**src/rtl/mem_arbiter.sv**
```systemverilog
// Round-robin arbiter sharing one 64-bit memory port between instruction fetch (I) and load/store (D).
// Zero-cycle forwarding from IDLE, at most one outstanding transaction, and a watchdog on BUSY.
module mem_arbiter #(
  parameter int unsigned TIMEOUT = 255
) (
  input  logic        clock,
  input  logic        reset,
  // port I (instruction fetch)
  input  logic        i_ren,
  input  logic        i_wen,
  input  logic [31:0] i_addr,
  input  logic [7:0]  i_wMask,
  input  logic [63:0] i_wData,
  output logic [63:0] i_rData,
  output logic        i_hit,
  output logic        i_rvalid,
  // port D (load/store)
  input  logic        d_ren,
  input  logic        d_wen,
  input  logic [31:0] d_addr,
  input  logic [7:0]  d_wMask,
  input  logic [63:0] d_wData,
  output logic [63:0] d_rData,
  output logic        d_hit,
  output logic        d_rvalid,
  // downstream memory port
  output logic        mem_ren,
  output logic        mem_wen,
  output logic [31:0] mem_addr,
  output logic [7:0]  mem_wMask,
  output logic [63:0] mem_wData,
  input  logic [63:0] mem_rData,
  input  logic        mem_hit,
  input  logic        mem_rvalid,
  output logic        err
);

  localparam logic [0:0] S_IDLE = 1'b0;
  localparam logic [0:0] S_BUSY = 1'b1;
  localparam logic       PORT_I = 1'b0;
  localparam logic       PORT_D = 1'b1;
  localparam logic [7:0] WD_LAST = 8'(TIMEOUT - 1);

  logic [0:0]  r_state;
  logic        r_owner;
  logic        r_last;
  logic [7:0]  r_wdog;
  logic        r_err;

  logic        r_i_pv;
  logic        r_i_pren;
  logic        r_i_pwen;
  logic [31:0] r_i_paddr;
  logic [7:0]  r_i_pmask;
  logic [63:0] r_i_pdata;

  logic        r_d_pv;
  logic        r_d_pren;
  logic        r_d_pwen;
  logic [31:0] r_d_paddr;
  logic [7:0]  r_d_pmask;
  logic [63:0] r_d_pdata;

  logic        w_idle;
  logic        w_busy;

  logic        w_i_req;
  logic        w_i_bad;
  logic        w_i_live;
  logic        w_i_cand;
  logic        w_i_cap;
  logic        w_i_c_ren;
  logic        w_i_c_wen;
  logic [31:0] w_i_c_addr;
  logic [7:0]  w_i_c_mask;
  logic [63:0] w_i_c_data;

  logic        w_d_req;
  logic        w_d_bad;
  logic        w_d_live;
  logic        w_d_cand;
  logic        w_d_cap;
  logic        w_d_c_ren;
  logic        w_d_c_wen;
  logic [31:0] w_d_c_addr;
  logic [7:0]  w_d_c_mask;
  logic [63:0] w_d_c_data;

  logic        w_grant_i;
  logic        w_grant_d;
  logic        w_grant;
  logic        w_gport;
  logic        w_grant_hit;
  logic        w_done_ok;
  logic        w_timeout;
  logic        w_resp_port;
  logic        w_resp_rvalid;
  logic [63:0] w_resp_data;

  assign w_idle = (r_state == S_IDLE) && !reset;
  assign w_busy = (r_state == S_BUSY) && !reset;

  // A live pulse is legal only with exactly one of ren/wen and an empty slot.
  assign w_i_req  = i_ren | i_wen;
  assign w_i_bad  = (i_ren & i_wen) | (w_i_req & r_i_pv);
  assign w_i_live = w_i_req & ~w_i_bad;
  assign w_i_cand = r_i_pv | w_i_live;

  assign w_d_req  = d_ren | d_wen;
  assign w_d_bad  = (d_ren & d_wen) | (w_d_req & r_d_pv);
  assign w_d_live = w_d_req & ~w_d_bad;
  assign w_d_cand = r_d_pv | w_d_live;

  assign w_i_c_ren  = r_i_pv ? r_i_pren  : i_ren;
  assign w_i_c_wen  = r_i_pv ? r_i_pwen  : i_wen;
  assign w_i_c_addr = r_i_pv ? r_i_paddr : i_addr;
  assign w_i_c_mask = r_i_pv ? r_i_pmask : i_wMask;
  assign w_i_c_data = r_i_pv ? r_i_pdata : i_wData;

  assign w_d_c_ren  = r_d_pv ? r_d_pren  : d_ren;
  assign w_d_c_wen  = r_d_pv ? r_d_pwen  : d_wen;
  assign w_d_c_addr = r_d_pv ? r_d_paddr : d_addr;
  assign w_d_c_mask = r_d_pv ? r_d_pmask : d_wMask;
  assign w_d_c_data = r_d_pv ? r_d_pdata : d_wData;

  assign w_grant_i   = w_idle & w_i_cand & (~w_d_cand | (r_last == PORT_D));
  assign w_grant_d   = w_idle & w_d_cand & (~w_i_cand | (r_last == PORT_I));
  assign w_grant     = w_grant_i | w_grant_d;
  assign w_gport     = w_grant_d ? PORT_D : PORT_I;
  assign w_grant_hit = w_grant & mem_hit;

  assign w_i_cap = w_i_live & ~w_grant_i & !reset;
  assign w_d_cap = w_d_live & ~w_grant_d & !reset;

  // The abort fires in the BUSY cycle where the counter would reach TIMEOUT.
  assign w_done_ok = w_busy & mem_rvalid;
  assign w_timeout = w_busy & ~mem_rvalid & (r_wdog == WD_LAST);

  assign w_resp_port   = w_grant ? w_gport : r_owner;
  assign w_resp_rvalid = w_done_ok | w_timeout;
  assign w_resp_data   = (w_grant_hit | w_done_ok) ? mem_rData : 64'd0;

  always_comb begin
    // NOTE: every output is given a default first so no path can infer a latch.
    mem_ren   = 1'b0;
    mem_wen   = 1'b0;
    mem_addr  = '0;
    mem_wMask = '0;
    mem_wData = '0;
    i_rData   = '0;
    i_hit     = 1'b0;
    i_rvalid  = 1'b0;
    d_rData   = '0;
    d_hit     = 1'b0;
    d_rvalid  = 1'b0;
    if (w_grant) begin
      mem_ren   = w_grant_d ? w_d_c_ren  : w_i_c_ren;
      mem_wen   = w_grant_d ? w_d_c_wen  : w_i_c_wen;
      mem_addr  = w_grant_d ? w_d_c_addr : w_i_c_addr;
      mem_wMask = w_grant_d ? w_d_c_mask : w_i_c_mask;
      mem_wData = w_grant_d ? w_d_c_data : w_i_c_data;
    end
    if (w_resp_port == PORT_I) begin
      i_rData  = w_resp_data;
      i_hit    = w_grant_hit;
      i_rvalid = w_resp_rvalid;
    end else begin
      d_rData  = w_resp_data;
      d_hit    = w_grant_hit;
      d_rvalid = w_resp_rvalid;
    end
  end

  assign err = r_err;

  always_ff @(posedge clock) begin
    // NOTE: sequential state uses non-blocking assignments so every register samples pre-edge values.
    if (reset) begin
      r_state <= S_IDLE;
      r_owner <= PORT_I;
      r_last  <= PORT_D;
      r_wdog  <= 8'd0;
      r_err   <= 1'b0;
    end else begin
      case (r_state)
        S_IDLE: begin
          if (w_grant) begin
            r_last <= w_gport;
            if (!mem_hit) begin
              r_state <= S_BUSY;
              r_owner <= w_gport;
              r_wdog  <= 8'd0;
            end
          end
        end
        S_BUSY: begin
          if (w_done_ok || w_timeout) begin
            r_state <= S_IDLE;
          end else begin
            r_wdog <= r_wdog + 8'd1;
          end
        end
        default: r_state <= S_IDLE;
      endcase
      if (w_timeout || w_i_bad || w_d_bad) begin
        r_err <= 1'b1;
      end
    end
  end

  always_ff @(posedge clock) begin
    if (reset) begin
      r_i_pv <= 1'b0;
      r_d_pv <= 1'b0;
    end else begin
      if (w_grant_i && r_i_pv) begin
        r_i_pv <= 1'b0;
      end else if (w_i_cap) begin
        r_i_pv <= 1'b1;
      end
      if (w_grant_d && r_d_pv) begin
        r_d_pv <= 1'b0;
      end else if (w_d_cap) begin
        r_d_pv <= 1'b1;
      end
    end
  end

  // NOTE: slot payloads carry no reset; the valid bits alone decide whether they are used.
  always_ff @(posedge clock) begin
    if (w_i_cap) begin
      r_i_pren  <= i_ren;
      r_i_pwen  <= i_wen;
      r_i_paddr <= i_addr;
      r_i_pmask <= i_wMask;
      r_i_pdata <= i_wData;
    end
    if (w_d_cap) begin
      r_d_pren  <= d_ren;
      r_d_pwen  <= d_wen;
      r_d_paddr <= d_addr;
      r_d_pmask <= d_wMask;
      r_d_pdata <= d_wData;
    end
  end

endmodule

```
**config.mk**
```make
export PLATFORM = sky130hd
export DESIGN_NAME = mem_arbiter
export DESIGN_NICKNAME = d
export VERILOG_FILES = /design/src/rtl/mem_arbiter.sv
export SDC_FILE = /design/constraint.sdc
export NUM_CORES = 1
export LEC_CHECK = 0
export BUFFER_PORTS_ARGS = -buffer_cell sky130_fd_sc_hd__buf_2
export CAP_MARGIN = 40
export CELL_PAD_IN_SITES_DETAIL_PLACEMENT = 1
export CELL_PAD_IN_SITES_GLOBAL_PLACEMENT = 2
export CORE_MARGIN = 2
export CORE_UTILIZATION = 30
export CTS_CLUSTER_DIAMETER = 40
export CTS_CLUSTER_SIZE = 14
export DETAILED_ROUTE_END_ITERATION = 10
export PLACE_DENSITY = 0.91
export SKIP_CTS_REPAIR_TIMING = 1
export SYNTH_ARGS = -nofsm -noshare
export SYNTH_HDL_FRONTEND = slang
export SYNTH_SLANG_ARGS = --single-unit
```
**constraint.sdc**
```tcl
create_clock -name clock -period 8.1 [get_ports clock]
set_input_delay 1.215 -clock clock [delete_from_list [all_inputs] [get_ports clock]]
set_output_delay 1.215 -clock clock [all_outputs]
set_load 0.005 [all_outputs]
```
# After elaboration in Yosys (flattened, before gate mapping)
# Cells that the tools add are included.
[word_totals]
word_cells = 111
romBits = 0
out_inout_bits = 239
memories = 0
ramBits = 0
latch_bits = 0
inputBits = 280
regBits = 226
[op_classes]
bitwise = 39
n_shift = 0
reduce_logical = 13
eq_ne = 4
div = 0
mul = 0
magnitude_cmp = 0
n_addsub = 1
mux = 37
[op_table]
columns = ["cell", "n"]
rows = [
  ["$mux W64", 7],
  ["$mux W32", 4],
  ["$mux W8", 7],
  ["$and A1 B1 Y1", 18],
  ["$mux W1", 17],
  ["$pmux W8 S2", 1],
  ["$or A1 B1 Y1", 11],
  ["$not A1 Y1", 10],
  ["$add A8 B1 Y8 const B", 1],
  ["$eq A8 B8 Y1 const B", 1],
  ["$ne A2 B2 Y1 const B", 3],
  ["$reduce_and A3 Y1", 2],
  ["$logic_and A1 B1 Y1", 4],
  ["$reduce_or A2 Y1", 2],
  ["$logic_or A1 B1 Y1", 3],
  ["$pmux W1 S2", 1],
  ["$reduce_and A2 Y1", 1],
  ["$logic_not A1 Y1", 1],
]

# Logic depth before layout (Yosys ltp)
# Gate-level depths: netlist of the first run.
[depth]
depth_word = 14
mapped_depth = 8
ltp_nobuf = 6

# Worst setup path before layout of the first run
# OpenSTA, ideal clock, no wires.
[synth_timing]
path_type = "input -> register"
startpoint = "input d_wen"
endpoint = "register r_i_paddr[0], enable pin"
arrival_ns = 6.173
path_buffers = 0
path_stages = 4
required_time_ns = 7.528
setup_ns = 0.572
setup_slack_ns = 1.355
cell_sequence = "xor2_2 > o21bai_1 > nor2b_1 > nor2_1"
[synth_between]
elab_chain_len = 12
elab_cells_between_ends = 13
cone_classes = "13 x bitwise"
[synth_rtl]
columns = ["item", "line_no", "rtl"]
rows = [
  ["from (decl)", "19", "input logic d_wen,"],
  ["$or A1 B1 Y1", "109", "assign w_d_req = d_ren | d_wen;"],
  ["$and A1 B1 Y1", "110", "assign w_d_bad = (d_ren & d_wen) | (w_d_req & r_d_pv);"],
  ["$or A1 B1 Y1", "110", ""],
  ["$not A1 Y1", "111", "assign w_d_live = w_d_req & ~w_d_bad;"],
  ["$and A1 B1 Y1 *", "111", ""],
  ["$or A1 B1 Y1 *", "112", "assign w_d_cand = r_d_pv | w_d_live;"],
  ["$not A1 Y1 *", "126", "assign w_grant_i = w_idle & w_i_cand & (~w_d_cand | (r_last == PORT_D));"],
  ["$or A1 B1 Y1 *", "126", ""],
  ["$and A1 B1 Y1 *", "126", ""],
  ["$not A1 Y1 *", "132", "assign w_i_cap = w_i_live & ~w_grant_i & !reset;"],
  ["$and A1 B1 Y1 * (2 in series)", "132", ""],
  ["named net w_i_cap", "71", "logic w_i_cap;"],
  ["to (signal assigned)", "234", "r_i_paddr <= i_addr;"],
  ["to (decl)", "53", "logic [31:0] r_i_paddr;"],
]
# Mark *: on every way through the listed nets, which the timed path passes. The rest lies on a longest branch.
# A chain may end at the register's enable or synchronous reset.

# Worst setup path after layout of the first run
[layout_timing]
startpoint = "input d_wen"
endpoint = "output i_rData[4]"
[layout_between]
elab_chain_len = 14
elab_cells_between_ends = 19
cone_classes = "4 x mux; 15 x bitwise"
[layout_rtl]
columns = ["item", "line_no", "rtl"]
rows = [
  ["$or A1 B1 Y1", "109", ""],
  ["$and A1 B1 Y1", "110", ""],
  ["$or A1 B1 Y1", "110", ""],
  ["$not A1 Y1", "111", ""],
  ["$and A1 B1 Y1 *", "111", ""],
  ["$or A1 B1 Y1 *", "112", ""],
  ["$not A1 Y1", "126", ""],
  ["$or A1 B1 Y1", "126", ""],
  ["$and A1 B1 Y1", "126", ""],
  ["$or A1 B1 Y1", "128", "assign w_grant = w_grant_i | w_grant_d;"],
  ["$and A1 B1 Y1", "130", "assign w_grant_hit = w_grant & mem_hit;"],
  ["$or A1 B1 Y1", "141", "assign w_resp_data = (w_grant_hit | w_done_ok) ? mem_rData : 64'd0;"],
  ["$mux W64", "141", ""],
  ["$mux W64 *", "163", "if (w_resp_port == PORT_I) begin"],
  ["to (decl)", "14", "output logic [63:0] i_rData,"],
]
# Every way passes the cells marked *; elsewhere a longest branch is shown, timed or not.

==> results of run 1 <==
-- per-layer routing --
metal	GRT usage	up-vias	routed length [µm]
li1	-	4891	-
met1	0.241	5243	17900
met2	0.376	433	23800
met3	0.0516	77	3330
met4	0.0897	4	1400
met5	0	-	31
-- tightest hold or removal path, cell delays in order (launching register included) --
cell and delay (ns):
dfxtp_1 0.31, o31ai_1 0.07, a21oi_1 0.07
-- cell families (layout without fill, tap and decap cells) --
kind of cell	Yosys count	count (layout)	synth area share
AOI/OAI and AO/OA	241	241	0.170
xor gates and xnor gates	3	3	0.00339
adders and majority gates	4	4	0.00370
buffers and inverters	119	623	0.0492
DFF	226	226	0.546
muxes	106	106	0.0871
other	0	8	0
and+or+nand+nor	280	280	0.141
-- power groups by stage --
| stage | clock network, mW | registers, mW | logic (mW) |
|---|---|---|---|
| 4_1_cts | 1.81 | 1.38 | 0.710 |
| 2_1_floorplan | 0 | 1.39 | 0.418 |
| 5_1_grt | 1.86 | 1.38 | 0.766 |
| 3_5_place_dp | 0 | 1.40 | 0.705 |
| 6_report | 1.77 | 1.38 | 0.703 |
| 3_3_place_gp | 0 | 1.39 | 0.680 |
-- layout make-up --
type | instances | area (µm²)
fill | 4449 | 23300
sequential | 226 | 6650
multi-input combinational | 634 | 4970
timing repair buffer | 538 | 2830
clock buffer | 50 | 1140
tap | 525 | 657
clock inverter | 32 | 302
antenna | 8 | 20.0
inverter | 3 | 11.3
-- synthesized netlist by cell type (9+ instances only) --
master / count / area, µm²
and3_1: 131 / 820
buf_2: 29 / 145
clkbuf_1: 61 / 229
mux2i_1: 106 / 1060
nand2_1: 9 / 33.8
dfxtp_1: 14 / 280
a221oi_1: 106 / 928
nor2b_1: 108 / 676
a211oi_2: 29 / 363
nor2_1: 11 / 41.3
edfxtp_1: 212 / 6370
buf_6: 12 / 135
a211oi_1: 77 / 578
-- sequential cells by signal, indices dropped and copies added, names as in the netlist, 8 cells and up --
name	count
r_d_pmask	8
r_d_pdata	64
r_i_paddr	32
r_i_pmask	8
r_wdog	8
r_i_pdata	64
r_d_paddr	32
-- through the flow --
| step | setup WS, ns | hold WS (ns) | total power [mW] |
|---|---|---|---|
| global route | 2.49 | 0.530 | 4.00 |
| CTS | 2.70 | 0.502 | 3.90 |
| finish | 2.71 | 0.499 | 3.85 |
| global placement | 2.68 | 0.460 | 2.07 |
| detailed placement | 2.71 | 0.494 | 2.10 |
| floorplan | 1.36 | 0.452 | 1.81 |
-- path summary, 6_finish.rpt --
kind	from	slack, ns	depth (start not counted)	to
max	d_wen	2.71	8	i_rData[4]
min	r_wdog[6]	0.50	2	r_wdog[6]
max reg2reg	r_d_pv	4.31	7	r_i_paddr[27]
min reg2reg	r_wdog[6]	0.50	2	r_wdog[6]
==> flow_summary.rst, run 1 <==
.. list-table::
   :header-rows: 1

   * - Metric
     - Value
   * - Outcome
     - complete, no violations
   * - Series of cell instances along the critical path
     - buf_2 > xor2_2 > o21a_4 > buf_4 > a222oi_1 > buf_4 > and3_1 > buf_2
   * - H-tree levels
     - 2
   * - Synth cell types
     - 45
   * - Wirelength per Cell
     - 23.1 µm
   * - Final design utilization
     - 0.415
   * - Total global routing track utilization
     - 0.211
   * - Clock insertion delay at the later pin of the skew report
     - 0.57 ns
   * - Number of CTS-inserted buffers
     - 44
   * - Die extent in y
     - 205 µm
   * - Total die area
     - 42200 µm²
   * - Total of buffers placed on input and output ports
     - 518
   * - Library cell contributing the largest single delay on the critical path
     - buf_4
   * - Cell count after synthesis
     - 979
   * - Count of final max-slew check failures
     - 0
   * - Required time of the critical path
     - 6.88 ns
   * - Crit start category
     - primary input
   * - Unrepaired setup endpoints after global routing
     - no
   * - Clock input transition at the sequential cells of the worst setup and hold paths
     - 0.05 ns
   * - Gate power share
     - 0.182
   * - Type of destination of the critical path
     - primary output
   * - GP Congestion
     - 0.885
   * - CP Data Arrival Time
     - 4.18 ns
   * - Largest voltage drop on the vdd net
     - 0.000227 V
   * - Part of the total power dissipated in sequential elements
     - 0.357
   * - Layout Skew
     - 0.0283 ns
   * - Switching power as a share of total power
     - 0.287
   * - Sequential area share after synthesis
     - 0.546
   * - Number of nets still failing antenna checks after routing
     - 0
   * - Pin slew with the least headroom to its limit
     - 0.928 ns
   * - HPWL after detailed placement
     - 33.2 mm
   * - Maximum Capacitance Violations
     - 0
   * - Internal power of the cells
     - 2.75 mW
   * - Fmax
     - 0.185 GHz
   * - Final worst path period need
     - 5.39 ns
   * - Count of flip-flops with a built-in enable after synthesis
     - 212
   * - Sw Pwr
     - 1.11 mW
   * - Final period util
     - 0.666
   * - Share of power burned in the clock network
     - 0.461
   * - Crit path kind
     - primary input to primary output
   * - Final count of hold timing violations
     - 0
   * - Critical path fanouts, max
     - 64
   * - Placement Rows
     - 73
   * - Layout Cell Area excl Fill
     - 16600 µm²
   * - Via total after detailed routing
     - 10648
   * - Clock sink count
     - 226
   * - Post-Place Cells
     - 1926
   * - Final Routed Wirelength
     - 46.5 mm
   * - Initial DRC count
     - 737
   * - Core footprint
     - 39900 µm²
   * - Mapped cell area
     - 12200 µm²
   * - Layout overhead on the synthesized area
     - 36.2%
   * - Pin count of the biggest net entering global routing
     - 132
   * - Commonest non-fill, non-tap cell in the layout
     - buf_2
   * - Number of detailed-routing iterations run before antenna repair
     - 5
   * - Largest stage delay, worst path
     - 0.67 ns
   * - DRC violation count after routing
     - 0
   * - CTS tree
     - built
   * - Area of placed instances
     - 15100 µm²
   * - Worst slew margin relative to its limit
     - 0.381
   * - Accumulated negative setup slack
     - 0 ns
   * - Via density
     - 5.28
   * - Seq cells post-synth
     - 226
   * - Final setup violation count
     - 0
   * - Leftover overflow at the end of global routing
     - 0
   * - Finished Layout Cells
     - 2016
   * - Static leakage
     - 7.19 nW
   * - Avg Cell Area, Syn
     - 12.4 µm²
   * - NumNets Final
     - 1729
   * - Initial antenna violation count
     - 11
   * - Combined buffer and inverter count along the critical path
     - 4
   * - Share of post-route cells with drive strength above 1
     - 0.437
   * - Number of global-route vias before repair
     - 11057
   * - Most frequent cells in the layout
     - buf_2, edfxtp_1, and3_1, nor2b_1
   * - First-pass GRT wire length
     - 67.9 mm
   * - Leading register cell type out of synthesis
     - edfxtp_1
   * - Initial Util
     - 0.305
   * - Deepest clock path buffer count
     - 3
   * - Width of the die
     - 205 µm
   * - Syn Nets
     - 1261
   * - Synthesis Warnings
     - 0
   * - Clock root buffer
     - clkbuf_16
   * - Fraction of registers with async set/reset
     - 0
   * - Path class of the lowest-slack min-delay path
     - flop to flop
   * - Power Density
     - 232 nW/µm²
   * - Top-level port count
     - 519
   * - Family of cells with the greatest summed delay on the critical path
     - buffers and inverters
Note: power is estimated with default switching activity, not from simulation.
==> run 2, diff against run 1 <==
==> constraint.sdc (replaced) <==
create_clock -name clock -period 5.61 [get_ports clock]
set_input_delay 0.8415 -clock clock [delete_from_list [all_inputs] [get_ports clock]]
set_output_delay 0.8415 -clock clock [all_outputs]
set_load 0.005 [all_outputs]
==> flow_summary.rst, run 2 (synthesis gave the netlist of run 1 again) <==
.. list-table::
   :header-rows: 1

   * - Metric
     - Value
   * - Outcome
     - complete, no violations
   * - Leftover overflow at the end of global routing
     - 0 (unchanged)
   * - Final design utilization
     - 0.418 (+0.00213)
   * - Die extent in y
     - 205 µm (unchanged)
   * - Total of buffers placed on input and output ports
     - 518 (unchanged)
   * - Largest voltage drop on the vdd net
     - 0.000262 V (+15%)
   * - Power Density
     - 339 nW/µm² (+46%)
   * - Clock sink count
     - 226 (unchanged)
   * - HPWL after detailed placement
     - 33.8 mm (+1.8%)
   * - Final setup violation count
     - 0 (unchanged)
   * - Initial antenna violation count
     - 22 (+11)
   * - Final period util
     - 0.793
   * - Sw Pwr
     - 1.58 mW (+43%)
   * - Top-level port count
     - 519 (unchanged)
   * - Placement Rows
     - 73 (unchanged)
   * - Pin count of the biggest net entering global routing
     - 184 (+39%)
   * - Most frequent cells in the layout
     - buf_2, edfxtp_1, and3_1, nor2b_1
   * - Unrepaired setup endpoints after global routing
     - no
   * - Worst slew margin relative to its limit
     - 0.359 (-0.0224)
   * - Largest stage delay, worst path
     - 0.90 ns (+0.23 ns)
   * - Largest regs
     - r_d_pdata: 64 flops, r_i_pdata: 64 flops
   * - Number of CTS-inserted buffers
     - 42 (-4.5%)
   * - GP Congestion
     - 0.906 (+2.4%)
   * - Maximum Capacitance Violations
     - 0 (unchanged)
   * - Required time of the critical path
     - 4.77 ns (-2.11 ns)
   * - Static leakage
     - 7.19 nW (about the same)
   * - Share of power burned in the clock network
     - 0.467 (+0.006)
   * - Width of the die
     - 205 µm (unchanged)
   * - Family of cells with the greatest summed delay on the critical path
     - compound AO/OA/AOI/OAI gates
   * - DRC violation count after routing
     - 0 (unchanged)
   * - Type of destination of the critical path
     - primary output
   * - Initial DRC count
     - 636 (-14%)
   * - Via total after detailed routing
     - 10785 (+1.3%)
   * - Library cell contributing the largest single delay on the critical path
     - dfxtp_4
   * - H-tree levels
     - 2 (unchanged)
   * - Layout Skew
     - 0.0372 ns (+0.00887 ns)
   * - Clock input transition at the sequential cells of the worst setup and hold paths
     - 0.05 ns (about the same)
   * - CTS tree
     - built
   * - Clock insertion delay at the later pin of the skew report
     - 0.56 ns (about the same)
   * - Deepest clock path buffer count
     - 3 (unchanged)
   * - Clock root buffer
     - clkbuf_16
   * - Gate power share
     - 0.179 (-0.003)
   * - Final count of hold timing violations
     - 0 (unchanged)
   * - Path class of the lowest-slack min-delay path
     - primary input to flop
   * - CP Data Arrival Time
     - 3.60 ns (-0.58 ns)
   * - Wirelength per Cell
     - 23.6 µm (+2.4%)
   * - Share of post-route cells with drive strength above 1
     - 0.438 (+0.00118)
   * - Initial Util
     - 0.305 (unchanged)
   * - Layout overhead on the synthesized area
     - 36.9%
   * - NumNets Final
     - 1729 (unchanged)
   * - Final worst path period need
     - 4.45 ns
   * - First-pass GRT wire length
     - 69.0 mm (+1.7%)
   * - Total global routing track utilization
     - 0.216 (+0.00467)
   * - Startpoint of the most critical hold path
     - i_wData[45]
   * - Core footprint
     - 39900 µm² (unchanged)
   * - CP Launch Point
     - r_d_pv
   * - Accumulated negative setup slack
     - 0 ns (unchanged)
   * - Combined buffer and inverter count along the critical path
     - 3 (-1)
   * - R2r startpoint
     - r_d_pv
   * - Critical path fanouts, max
     - 48 (-25%)
   * - Series of cell instances along the critical path
     - o21a_4 > buf_4 > buf_16 > a221oi_1 > a211oi_1 > buf_2
   * - Commonest non-fill, non-tap cell in the layout
     - buf_2
   * - Final Routed Wirelength
     - 47.8 mm (+2.7%)
   * - Fillers
     - 4434 (-0.34%)
   * - Pin slew with the least headroom to its limit
     - 0.962 ns (+0.0336 ns)
   * - Crit start category
     - flop
   * - Count of final max-slew check failures
     - 0 (unchanged)
   * - Crit path kind
     - flop to primary output
   * - Number of detailed-routing iterations run before antenna repair
     - 5 (unchanged)
   * - Total die area
     - 42200 µm² (unchanged)
   * - Part of the total power dissipated in sequential elements
     - 0.353 (-0.004)
   * - Fmax
     - 0.225 GHz
   * - Switching power as a share of total power
     - 0.280 (-0.00694)
   * - Internal power of the cells
     - 4.07 mW (+48%)
   * - Via density
     - 5.34 (+1.0%)
   * - Number of nets still failing antenna checks after routing
     - 0 (unchanged)
   * - Number of global-route vias before repair
     - 11204 (+1.3%)
-- run 2: cell types whose count changed in the layout (fill, tap and decap cells not counted) --
cell | previous run | this run
diode_2 | 8 | 17
clkinv_2 | 8 | 2
clkinv_1 | 8 | 3
clkinvlp_4 | 3 | 8
buf_12 | 2 | 6
bufinv_16 | 3 | 7
clkinv_4 | 6 | 2
clkbuf_16 | 45 | 42
inv_6 | 1 | 4
buf_16 | 3 | 2
buf_4 | 14 | 13
clkbuf_1 | 5 | 6
inv_8 | 1 | 0
-- run 2: layout make-up --
class / count / area (µm²) / area share
clock buffer: 48 / 1070 / 0.0644
timing repair buffer: 540 / 2870 / 0.172
antenna: 17 / 42.5 / 0.00255
inverter: 3 / 11.3 / 0.000676
clock inverter: 28 / 390 / 0.0234
multi-input combinational: 634 / 4970 / 0.298
tap: 525 / 657 / 0.0394
sequential: 226 / 6650 / 0.399
-- run 2: final timing paths --
path                                       to  slack, ns  cells after the start
worst max-delay path                  mem_wen       1.16                      6
worst min-delay path            r_i_pdata[45]       0.47                      1
worst max register to register  r_i_paddr[24]       2.61                      5
worst min register to register      r_wdog[6]       0.50                      2
-- run 2: metal layers --
metal  GRT usage  wire, µm  vias up
met1       0.249     18200     5279
li1            -         -     4893
met4       0.115      2360        6
met2       0.362     23400      500
met5           0        37        -
met3      0.0637      3760      107
-- run 2: power groups by stage --
stage          sequential, mW  combinational [mW]  clock [mW]
2_1_floorplan            2.00               0.604           0
3_3_place_gp             2.02               0.974           0
3_5_place_dp             2.03                1.01           0
4_1_cts                  2.00                1.02        2.69
5_1_grt                  2.01                1.10        2.76
6_report                 2.00                1.01        2.64
-- run 2: metrics by stage --
| step | hold slack, ns | instances | area, µm² | power, mW | worst slack [ns] |
|---|---|---|---|---|---|
| after floorplan | 0.452 | 979 | 12200 | 2.61 | 0.786 |
| after global placement | 0.463 | 1923 | 15100 | 3.00 | 1.25 |
| after detailed placement | 0.492 | 1928 | 15200 | 3.04 | 1.28 |
| after CTS | 0.429 | 2004 | 16600 | 5.71 | 1.04 |
| after global routing | 0.438 | 2021 | 16700 | 5.87 | 0.951 |
| final | 0.466 | 2021 | 16700 | 5.65 | 1.16 |
==> run 3, diff against run 2 <==
==> constraint.sdc (replaced) <==
create_clock -name clock -period 4.2 [get_ports clock]
set_input_delay 0.63 -clock clock [delete_from_list [all_inputs] [get_ports clock]]
set_output_delay 0.63 -clock clock [all_outputs]
set_load 0.005 [all_outputs]
==> flow_summary.rst, run 3 (synthesis gave the netlist of run 1 again) <==
.. list-table::
   :header-rows: 1

   * - Metric
     - Value
   * - Width of the die
     - 205 µm (unchanged)
   * - H-tree levels
     - 2 (unchanged)
   * - Area of placed instances
     - 15200 µm² (+0.12%)
   * - Share of post-route cells with drive strength above 1
     - 0.437 (-0.00156)
   * - Critical path fanouts, max
     - 33 (-31%)
   * - Register-to-register setup slack
     - 1.54 ns (-1.07 ns)
   * - Commonest non-fill, non-tap cell in the layout
     - buf_2
   * - Reg-to-reg critical path endpoint
     - r_d_pmask[4]
   * - Layout Skew
     - 0.0186 ns (-0.0186 ns)
   * - Initial DRC count
     - 675 (+6.1%)
   * - Worst-case setup slack after placement
     - 0.859 ns (-0.424 ns)
   * - R2r startpoint
     - r_state
   * - Clock sink count
     - 226 (unchanged)
   * - Number of global-route vias before repair
     - 11148 (-0.50%)
   * - GP Congestion
     - 0.933 (+3.0%)
   * - Accumulated negative setup slack
     - 0 ns (unchanged)
   * - Busiest layer in global routing
     - met2
   * - Via density
     - 5.27 (-1.3%)
   * - Wirelength per Cell
     - 24.2 µm (+2.6%)
   * - Layout overhead on the synthesized area
     - 36.3%
   * - Count of final max-slew check failures
     - 0 (unchanged)
   * - DRC violation count after routing
     - 0 (unchanged)
   * - Hold Crit Depth
     - 1 (unchanged)
   * - Pin count of the biggest net entering global routing
     - 139 (-24%)
   * - PnR worst setup slack
     - 0.738 ns (-0.426 ns)
   * - Placement Rows
     - 73 (unchanged)
   * - Die extent in y
     - 205 µm (unchanged)
   * - Number of detailed-routing iterations run before antenna repair
     - 5 (unchanged)
   * - Initial antenna violation count
     - 24 (+9.1%)
   * - Core footprint
     - 39900 µm² (unchanged)
   * - NumNets Final
     - 1730 (+0.058%)
   * - Initial Util
     - 0.305 (unchanged)
   * - Number of CTS-inserted buffers
     - 42 (unchanged)
   * - Worst reg2reg path depth
     - 6 (+1)
   * - Fmax
     - 0.289 GHz
   * - Clock insertion delay at the later pin of the skew report
     - 0.56 ns (about the same)
   * - Final period util
     - 0.824
   * - GR Util met3
     - 0.0660 (+0.00238)
   * - Final worst path period need
     - 3.46 ns
   * - Largest regs
     - r_d_pdata: 64 flops, r_i_pdata: 64 flops
   * - Power Density
     - 444 nW/µm² (+31%)
   * - Number of nets still failing antenna checks after routing
     - 0 (unchanged)
   * - Register Area
     - 6650 µm² (unchanged)
   * - Required time of the critical path
     - 3.57 ns (-1.20 ns)
   * - Clock input transition at the sequential cells of the worst setup and hold paths
     - 0.05 ns (about the same)
   * - Final Routed Wirelength
     - 49.0 mm (+2.6%)
   * - Path class of the lowest-slack min-delay path
     - primary input to flop
   * - Largest voltage drop on the vdd net
     - 0.000298 V (+14%)
   * - Outcome
     - complete, no violations
   * - Clock root buffer
     - clkbuf_16
   * - Power consumption
     - 7.37 mW (+30%)
   * - First-pass GRT wire length
     - 70.5 mm (+2.1%)
   * - CP Data Arrival Time
     - 2.83 ns (-0.77 ns)
   * - Startpoint of the most critical hold path
     - i_wData[1]
   * - Via total after detailed routing
     - 10647 (-1.3%)
   * - Final count of hold timing violations
     - 0 (unchanged)
   * - Most frequent cells in the layout
     - buf_2, edfxtp_1, and3_1, nor2b_1
   * - CP Launch Point
     - r_state
   * - Final setup violation count
     - 0 (unchanged)
   * - Pin slew with the least headroom to its limit
     - 0.944 ns (-0.0180 ns)
   * - Multi-input gate area
     - 4970 µm² (unchanged)
   * - Top-level port count
     - 519 (unchanged)
   * - Total die area
     - 42200 µm² (unchanged)
   * - Crit path kind
     - flop to primary output
   * - Worst slew margin relative to its limit
     - 0.371 (+0.0120)
   * - CTS tree
     - built
   * - Unrepaired setup endpoints after global routing
     - no
   * - Type of destination of the critical path
     - primary output
   * - Total global routing track utilization
     - 0.223 (+0.00682)
   * - Final design utilization
     - 0.416 (-0.00179)
   * - Endpoint, Worst Hold
     - r_i_pdata[1]
   * - Maximum Capacitance Violations
     - 0 (unchanged)
   * - Static leakage
     - 7.18 nW (about the same)
   * - Global-route met2 utilization
     - 0.386 (+0.0245)
   * - Fillers
     - 4446 (+0.27%)
   * - Total of buffers placed on input and output ports
     - 518 (unchanged)
   * - Deepest clock path buffer count
     - 3 (unchanged)
   * - Met1 Track Usage GR
     - 0.249 (+0.000627)
   * - Layout Cell Area excl Fill
     - 16600 µm² (-0.43%)
   * - HPWL after detailed placement
     - 34.8 mm (+3.1%)
   * - Crit start category
     - flop
   * - Leftover overflow at the end of global routing
     - 0 (unchanged)
[run 3: critical path, stage by stage (launching register included)]
cell      delay, ns
dfxtp_1        0.40
nor2_1         0.33
o21a_4         0.36
buf_4          0.44
a221oi_1       0.14
a211oi_1       0.38
buf_2          0.19
[run 3: worst max path at each step]
stage | to | depth (start not counted)
after floorplan | r_d_paddr[0] | 7
final | mem_addr[4] | 6
after global routing | mem_addr[4] | 6
after CTS | mem_ren | 5
after global placement | mem_addr[4] | 7
after detailed placement | mem_addr[4] | 7
[run 3: metrics by stage]
stage	cells	hold slack (ns)
detailed placement	1929	0.496
global route	2020	0.231
CTS	2007	0.226
finish	2022	0.258
global placement	1928	0.461
floorplan	979	0.452
[run 3: power breakdown]
part	total (mW)	internal, mW	leakage [nW]	switching, mW
sequential	2.65	2.60	2.06	0.0518
clock	3.33	2.14	0.671	1.20
combinational	1.39	0.552	4.46	0.834
total	7.37	5.29	7.18	2.08
[run 3: routing by layer]
layer	wire, µm	part of all wire
met5	90	0.0018
met4	1850	0.038
met3	3960	0.081
met2	24700	0.50
met1	18400	0.38
[run 3: area by class of cell]
class / count / area share
Clock inverter: 26 / 0.0163
Multi-Input combinational cell: 634 / 0.299
Clock buffer: 52 / 0.0669
Timing Repair Buffer: 541 / 0.174
Inverter: 3 / 0.000679
Tap cell: 525 / 0.0396
Sequential cell: 226 / 0.401
Antenna cell: 15 / 0.00226
